===== config.mk =====
export PLATFORM = sky130hd
export DESIGN_NAME = fetch_queue
export DESIGN_NICKNAME = d
export VERILOG_FILES = /design/src/rtl/fetch_queue.sv
export SDC_FILE = /design/constraint.sdc
export NUM_CORES = 1
export LEC_CHECK = 0
export CORE_MARGIN = 3
export CORE_UTILIZATION = 55
export CTS_BUF_LIST = sky130_fd_sc_hd__clkbuf_16
export CTS_CLUSTER_SIZE = 28
export DETAILED_ROUTE_END_ITERATION = 10
export GPL_ROUTABILITY_DRIVEN = 0
export PLACE_DENSITY = 0.86
export REMOVE_ABC_BUFFERS = 1
export SLEW_MARGIN = 25
export SYNTH_ARGS = -nofsm -noshare
export SYNTH_HDL_FRONTEND = slang
export SYNTH_SLANG_ARGS = --single-unit

===== constraint.sdc =====
create_clock -name clk -period 9.6 [get_ports clk]
set_clock_uncertainty 0.15 [all_clocks]
set_input_delay 1.92 -clock clk [delete_from_list [all_inputs] [get_ports clk]]
set_output_delay 1.92 -clock clk [all_outputs]
set_load 0.02 [all_outputs]

===== src/rtl/fetch_queue.sv =====
// Instruction fetch stage: sequential imem requests into a small prefetch
// queue, with redirect/flush handling and tagged fetch faults for decode.
module fetch_queue #(
    parameter int              XLEN     = 32,
    parameter logic [XLEN-1:0] RESET_PC = '0,
    parameter int              QDEPTH   = 2
) (
    input  logic            clk,
    input  logic            rst_n,
    output logic            imem_req,
    output logic [XLEN-1:0] imem_addr,
    input  logic            imem_ack,
    input  logic [XLEN-1:0] imem_rdata,
    input  logic            imem_fault,
    input  logic            redirect,
    input  logic [XLEN-1:0] redirect_pc,
    input  logic            id_ready,
    output logic            id_valid,
    output logic [XLEN-1:0] id_instr,
    output logic [XLEN-1:0] id_pc,
    output logic [6:0]      id_opcode,
    output logic [2:0]      id_funct3,
    output logic [6:0]      id_funct7,
    output logic [11:0]     id_funct12,
    output logic            id_fetch_fault,
    output logic [3:0]      id_excep_code
);

    localparam int PW = (QDEPTH > 2) ? 2 : 1;
    localparam int CW = $clog2(QDEPTH + 1);
    localparam logic [XLEN-1:0] NOP = XLEN'(32'h0000_0013);

    typedef enum logic [1:0] {
        S_FETCH,
        S_FLUSH,
        S_MISAL,
        S_HALT
    } state_t;

    state_t          state;
    state_t          state_nxt;
    logic [XLEN-1:0] fetch_pc;
    logic [XLEN-1:0] hold_addr;
    logic [PW-1:0]   head;
    logic [PW-1:0]   tail;
    logic [CW-1:0]   count;

    logic [XLEN-1:0] pc_q    [QDEPTH];
    logic [XLEN-1:0] instr_q [QDEPTH];
    logic            fault_q [QDEPTH];
    logic            code_q  [QDEPTH];

    logic            req;
    logic            done;
    logic            push;
    logic            pop;
    logic [XLEN-1:0] push_instr;
    logic            push_fault;
    logic            push_code;

    function automatic logic [PW-1:0] ptr_inc(input logic [PW-1:0] p);
        return (p == PW'(QDEPTH - 1)) ? '0 : p + 1'b1;
    endfunction

    assign req       = (state == S_FLUSH)
                    || (state == S_FETCH && count < CW'(QDEPTH));
    assign done      = req && imem_ack;
    assign imem_req  = req;
    assign imem_addr = (state == S_FLUSH) ? hold_addr : fetch_pc;

    assign id_valid = (count != '0);
    assign pop      = id_valid && id_ready && !redirect;

    always_comb begin
        state_nxt  = state;
        push       = 1'b0;
        push_instr = NOP;
        push_fault = 1'b0;
        push_code  = 1'b0;
        if (redirect) begin
            // an unacked request must still be drained before refetching
            if (req && !imem_ack)
                state_nxt = S_FLUSH;
            else if (redirect_pc[1:0] != 2'b00)
                state_nxt = S_MISAL;
            else
                state_nxt = S_FETCH;
        end else begin
            unique case (state)
                S_FETCH: begin
                    if (done) begin
                        push = 1'b1;
                        if (imem_fault) begin
                            push_fault = 1'b1;
                            push_code  = 1'b1;
                            state_nxt  = S_HALT;
                        end else begin
                            push_instr = imem_rdata;
                        end
                    end
                end
                S_FLUSH: begin
                    if (imem_ack)
                        state_nxt = (fetch_pc[1:0] != 2'b00) ? S_MISAL : S_FETCH;
                end
                S_MISAL: begin
                    push       = 1'b1;
                    push_fault = 1'b1;
                    state_nxt  = S_HALT;
                end
                S_HALT: begin
                    state_nxt = S_HALT;
                end
            endcase
        end
    end

    always_ff @(posedge clk) begin
        if (!rst_n) begin
            state     <= S_FETCH;
            fetch_pc  <= RESET_PC;
            hold_addr <= '0;
            head      <= '0;
            tail      <= '0;
            count     <= '0;
        end else begin
            state <= state_nxt;
            if (redirect)
                fetch_pc <= redirect_pc;
            else if (state == S_FETCH && done && !imem_fault)
                fetch_pc <= fetch_pc + XLEN'(4);
            if (redirect && state != S_FLUSH)
                hold_addr <= fetch_pc;
            if (redirect) begin
                head  <= '0;
                tail  <= '0;
                count <= '0;
            end else begin
                if (push)
                    tail <= ptr_inc(tail);
                if (pop)
                    head <= ptr_inc(head);
                unique case ({push, pop})
                    2'b10:   count <= count + 1'b1;
                    2'b01:   count <= count - 1'b1;
                    default: count <= count;
                endcase
            end
        end
    end

    always_ff @(posedge clk) begin
        if (push && !redirect) begin
            pc_q[tail]    <= fetch_pc;
            instr_q[tail] <= push_instr;
            fault_q[tail] <= push_fault;
            code_q[tail]  <= push_code;
        end
    end

    assign id_instr       = id_valid ? instr_q[head] : NOP;
    assign id_pc          = id_valid ? pc_q[head] : '0;
    assign id_fetch_fault = id_valid && fault_q[head];
    assign id_excep_code  = {3'b000, id_valid && code_q[head]};

    assign id_opcode  = id_instr[6:0];
    assign id_funct3  = id_instr[14:12];
    assign id_funct7  = id_instr[31:25];
    assign id_funct12 = id_instr[31:20];

endmodule

# Yosys cells after proc, flatten, opt, wreduce, memory -nomap -nowiden
# Memory sizes are Yosys's and may differ from the RTL's. A register that Yosys moved wholly into a read port is not among the register bits.
# Index checks and enable logic that the tools add are counted.
[word_totals]
n_memories = 4
reg_bits = 70
output_inout_bits = 132
ram_bits = 132
wordCells = 89
inputBits = 70
[op_classes]
n_bitwise = 1
n_reduce_logical = 24
n_mux = 39
n_eq_ne = 9
n_lt_le_gt_ge = 1
n_addsub = 5
[memory_table]
columns = ["memory", "words", "width", "rd", "rd_clocked_by_memory_dff", "write_ports", "line", "source"]
rows = [
  ["instr_q", 2, 32, 1, 1, 1, "49", "logic [XLEN-1:0] instr_q [QDEPTH];"],
  ["pc_q", 2, 32, 1, 1, 1, "48", "logic [XLEN-1:0] pc_q [QDEPTH];"],
  ["code_q", 2, 1, 1, 1, 1, "51", "logic code_q [QDEPTH];"],
  ["fault_q", 2, 1, 1, 1, 1, "50", "logic fault_q [QDEPTH];"],
]
[op_table]
columns = ["op", "count"]
rows = [
  ["$mux 32", 9],
  ["$add 32x3->32 const B", 1],
  ["$mux 1", 19],
  ["$mux 2", 7],
  ["$logic_and 1x1->1", 11],
  ["$reduce_bool 2->1", 5],
  ["$ne 3x3->1 const B", 3],
  ["$eq 2x2->1 const B", 3],
  ["$pmux 2 s3", 1],
  ["$eq 2x1->1 const B", 2],
  ["$pmux 1 s2", 2],
  ["$pmux 2 s2", 1],
  ["$reduce_or 2->1", 2],
  ["$logic_not 1->1", 3],
  ["$reduce_and 3->1", 1],
  ["$add 1x1->1 const B", 2],
  ["$add 2x1->2 const B", 1],
  ["$logic_not 2->1", 1],
  ["$lt 2x2->1 const B", 1],
  ["$ne 2x1->1 const B", 1],
  ["$sub 2x1->2 const B", 1],
  ["$logic_or 1x1->1", 1],
  ["$not 1->1", 1],
]

# Longest topological paths before layout
[logic_depth]
ltp_word = 10
mapped_depth = 9

# Worst setup path before layout
# No wires, ideal clock.
[synth_timing]
path_type = "input to register"
startpoint = "in redirect"
endpoint = "mem code_q[0] (enable)"
path_buffers = 1
setup_slack_ns = 3.779
path_stages = 4
setup_ns = 0.491
required_ns = 8.959
t_arrival_ns = 5.180
cell_sequence = "clkbuf_1 nor2_1 o21ai_0 nor2_1"
[synth_between]
elab_chain_cells = 4
elab_cells_between_ends = 5
cone_classes = "3 x mux; 2 x reduce/logical"
[synth_lines]
columns = ["element", "line", "source"]
rows = [
  ["start, declared", "15", "input logic redirect,"],
  ["$mux 1 or $logic_not 1->1 (tied branches)", "80, 153", ""],
  ["$logic_and 1x1->1 *", "153", "if (push && !redirect) begin"],
  ["$mux 1 *", "153", ""],
  ["$mux 1 (not written as such) *", "157", "code_q[tail] <= push_code;"],
  ["end, declared", "51", ""],
]
# Mark *: on every way between the ends. The rest lies on a longest branch, timed or not.

# Worst setup path in the final report
[layout_timing]
startpoint = "reg state[1]"
endpoint = "out imem_addr[29]"
[layout_between]
elab_chain_cells = 2
[layout_lines]
columns = ["element", "line", "source"]
rows = [
  ["start, declared", "40", "state_t state;"],
  ["start signal, assigned", "127", "state <= state_nxt;"],
  ["$eq 2x1->1", "69", "assign imem_addr = (state == S_FLUSH) ? hold_addr : fetch_pc;"],
  ["$mux 32", "69", ""],
  ["end, declared", "11", "output logic [XLEN-1:0] imem_addr,"],
]
# Every way passes these cells.

==> impl_metrics.csv <==
group,metric,value,unit
run_status,outcome,"finished clean",
critical_path,worstSetupPathType,"reg2out",
min_path,hp-start,"hold_addr[23]$_SDFFE_PN0P_",
critical_path,r2r_slack,6.74,ns
critical_path,critical_path_required,7.53,ns
clocking,clkTransAtPathRegs,0.06,ns
clocking,ctsHoldBuffers,0,
global_routing,antenna_found_initial,0,
yosys,async_flop_share,0,
route,postRouteAntennaNets,0,
final_layout,drive_gt1_frac,0.0607,
sta,setup_viol_count_final,0,
power,p_leak,4.09,nW
route,vias_per_cell,5.53,
placed_design,placed_cells,1185,
route,post_drt_wl_per_cell,18.2,um
route,drc_errors,0,
route,vias,6755,
floorplanning,die_w,135,um
clocking,cts_resized,0,
global_routing,grt_max_degree,87,
clocking,clock_latency,0.48,ns
yosys,yosysWarnings,0,
route,finalWirelength,22200,um
job,maxCapViolCount,0,
power,clock_power_share,0.383,
power,ir_worst_vdd,0.000165,V
sta,finalCriticalPeriod,5.08,ns
global_routing,grt_usage,0.234,
sta,post-route-period-util,0.529,
floorplanning,start_util,0.569,
global_routing,grt_overflow,0,
critical_path,critPathArrivalTime,3.01,ns
floorplanning,coreArea,16100,sq um
sta,drv_slew,0,
sta,setup_slack,4.52,ns
clocking,cts.sinks,203,
route,drtIter0Drc,432,
critical_path,startpoint,"state[1]$_SDFFE_PN0P_",
final_layout,instances_no_fill,1221,
critical_path,r2r_end,"hold_addr[26]$_SDFFE_PN0P_",
power,p_switching,480,uW
final_layout,mostFrequentLayoutCells,"clkdlybuf4s50_1 (197), nand2_1 (170), edfxtp_1 (132), nor2_1 (72), dfxtp_1 (70)",
final_layout,areaGrowthSynthToFinish,27.7,%
clocking,clk_path_buf_depth,3,
power,seqPwrFrac,0.493,
critical_path,end_kind,"output pin",
floorplanning,die_y,135,um
sta,rsz0062_at_grt,"no",
final_layout,final_common_cell,"clkdlybuf4s50_1",
final_layout,diodes,0,
placed_design,pre_cts_slack,4.58,ns
power,p_per_area,174,nW/um^2
yosys,synth_edf_count,132,
power,combPwrFrac,0.124,
placed_design,port_buffers,198,
route,drt_pass1_iterations,5,
yosys,synth-seq-area-share,0.588,
min_path,worstHoldPathType,"reg2reg",
yosys,avgSynthCellArea,10.8,sq um
yosys,syn-instance-count,848,
sta,fin_setup_tns,0,ns
sta,max-slew-margin-rel,0.326,
placed_design,placed_area,11000,sq um
clocking,post_cts_buffers,0,
global_routing,grt_pass1_wl,34100,um
final_layout,final_util,0.726,
power,p_int,1.56,mW
power,switching_share,0.235,
critical_path,worstRegToRegCells,6,
critical_path,crit_fanout,16,
min_path,worstHoldPathCells,2,
sta,max_freq,197,MHz
global_routing,grt_pass1_vias,6527,
clocking,root_buffer,"clkbuf_16",
floorplanning,fp-row-count,46,
yosys,synth_ff_type,"edfxtp_1",
clocking,cts_tree,"done",
critical_path,r2r-start,"state[1]$_SDFFE_PN0P_",
clocking,htree_num_levels,1,
critical_path,critPathLaunchType,"flip-flop",
final_layout,final_area,11700,sq um
yosys,synthesis.area,9160,sq um
sta,worst_slew_pin_slew,1.01,ns
clocking,cts_made_buffers,21,
sta,hold_violations,0,
critical_path,cp-endpoint,"imem_addr[29]",
final_layout,nets,1064,
floorplanning,ios,202,
placed_design,place_hpwl,14000,um
floorplanning,die_area,18200,sq um
yosys,synth-seq-cells,203,
yosys,ys_types,40,
-- flip-flops by register name (all words and copies together) (netlist names), named ones only --
name and count:
count 2, tail 1, state 2, code_q 2, instr_q 64, fault_q 2, fetch_pc 32, head 1
hold_addr 32, pc_q 64
-- metrics by stage --
stage	power, mW	hold WS, ns
floorplan	1.14	0.294
global placement	1.27	0.303
detailed placement	1.27	0.312
CTS	2.05	0.320
global route	2.11	0.333
finish	2.04	0.317
-- worst min path at each step --
stage,to
after floorplan,hold_addr[0]$_SDFFE_PN0P_
after global placement,hold_addr[30]$_SDFFE_PN0P_
after detailed placement,hold_addr[23]$_SDFFE_PN0P_
after CTS,hold_addr[23]$_SDFFE_PN0P_
after global routing,hold_addr[23]$_SDFFE_PN0P_
final,hold_addr[23]$_SDFFE_PN0P_
-- cells by family (layout without fill, tap and decap cells) --
group | count (synthesis) | count (layout) | synth area share
multiplexers | 69 | 69 | 0.0754
buffers and inverters | 98 | 253 | 0.0572
AND/OR/NAND/NOR | 340 | 340 | 0.176
AO/OA/AOI/OAI | 103 | 103 | 0.0701
other | 1 | 3 | 0.000409
flip-flops | 203 | 203 | 0.588
XOR/XNOR | 32 | 32 | 0.0306
adder cells (fa/ha/maj) | 2 | 2 | 0.00273
-- layout make-up --
type | count | area, sq um
inverters | 10 | 37.5
well taps | 216 | 270
clock buffers | 21 | 526
flip-flops and latches | 203 | 5390
multi-input cells | 549 | 3290
fillers | 1125 | 4420
clock inverters | 15 | 138
repair buffers | 207 | 2050
-- cell usage after synthesis, drive strengths merged, types with 2 or more instances --
cell type  number  area, sq um
nand2         171          644
edfxtp        132         3960
nor2           77          289
dfxtp          71         1420
mux2i          69          691
buf            47          333
clkbuf         41          154
o21ai          33          165
a21boi         32          240
and3           31          194
a21oi          27          135
xnor2          26          228
nor3           13          100
inv            10         37.5
nand3          10         50.1
nor4            9          106
and4            6         52.6
nand2b          6         37.5
xor2            6         52.6
nand4           5         31.3
o211a           5         50.1
nor2b           3         18.8
a211oi          2         15.0
and2            2         12.5
and2b           2         15.0
ha              2         25.0
nor4b           2         38.8
o311a           2         20.0
or3             2         12.5
-- power groups by stage --
stage	Sequential (mW)	Combinational (mW)	Clock (mW)
6_report	1.01	0.252	0.782
5_1_grt	1.01	0.272	0.823
4_1_cts	1.00	0.254	0.794
3_5_place_dp	1.02	0.252	0
3_3_place_gp	1.02	0.247	0
2_1_floorplan	1.02	0.127	0
-- worst max-delay path, cell delays in order (launching register included) --
cell,delay [ns]
dfxtp_1,0.62
nand2b_1,0.71
buf_4,0.38
nand2_1,0.10
nand2_1,0.10
clkdlybuf4s50_1,0.61
-- layer usage --
metal / part of all wire / GRT usage / vias to the layer above
li1: - / - / 3191
met1: 0.40 / 0.302 / 3246
met2: 0.50 / 0.407 / 285
met3: 0.081 / 0.0432 / 33
met4: 0.018 / 0.0689 / 0
met5: 0 / 0 / -
Power figures use the tool's default switching activity.
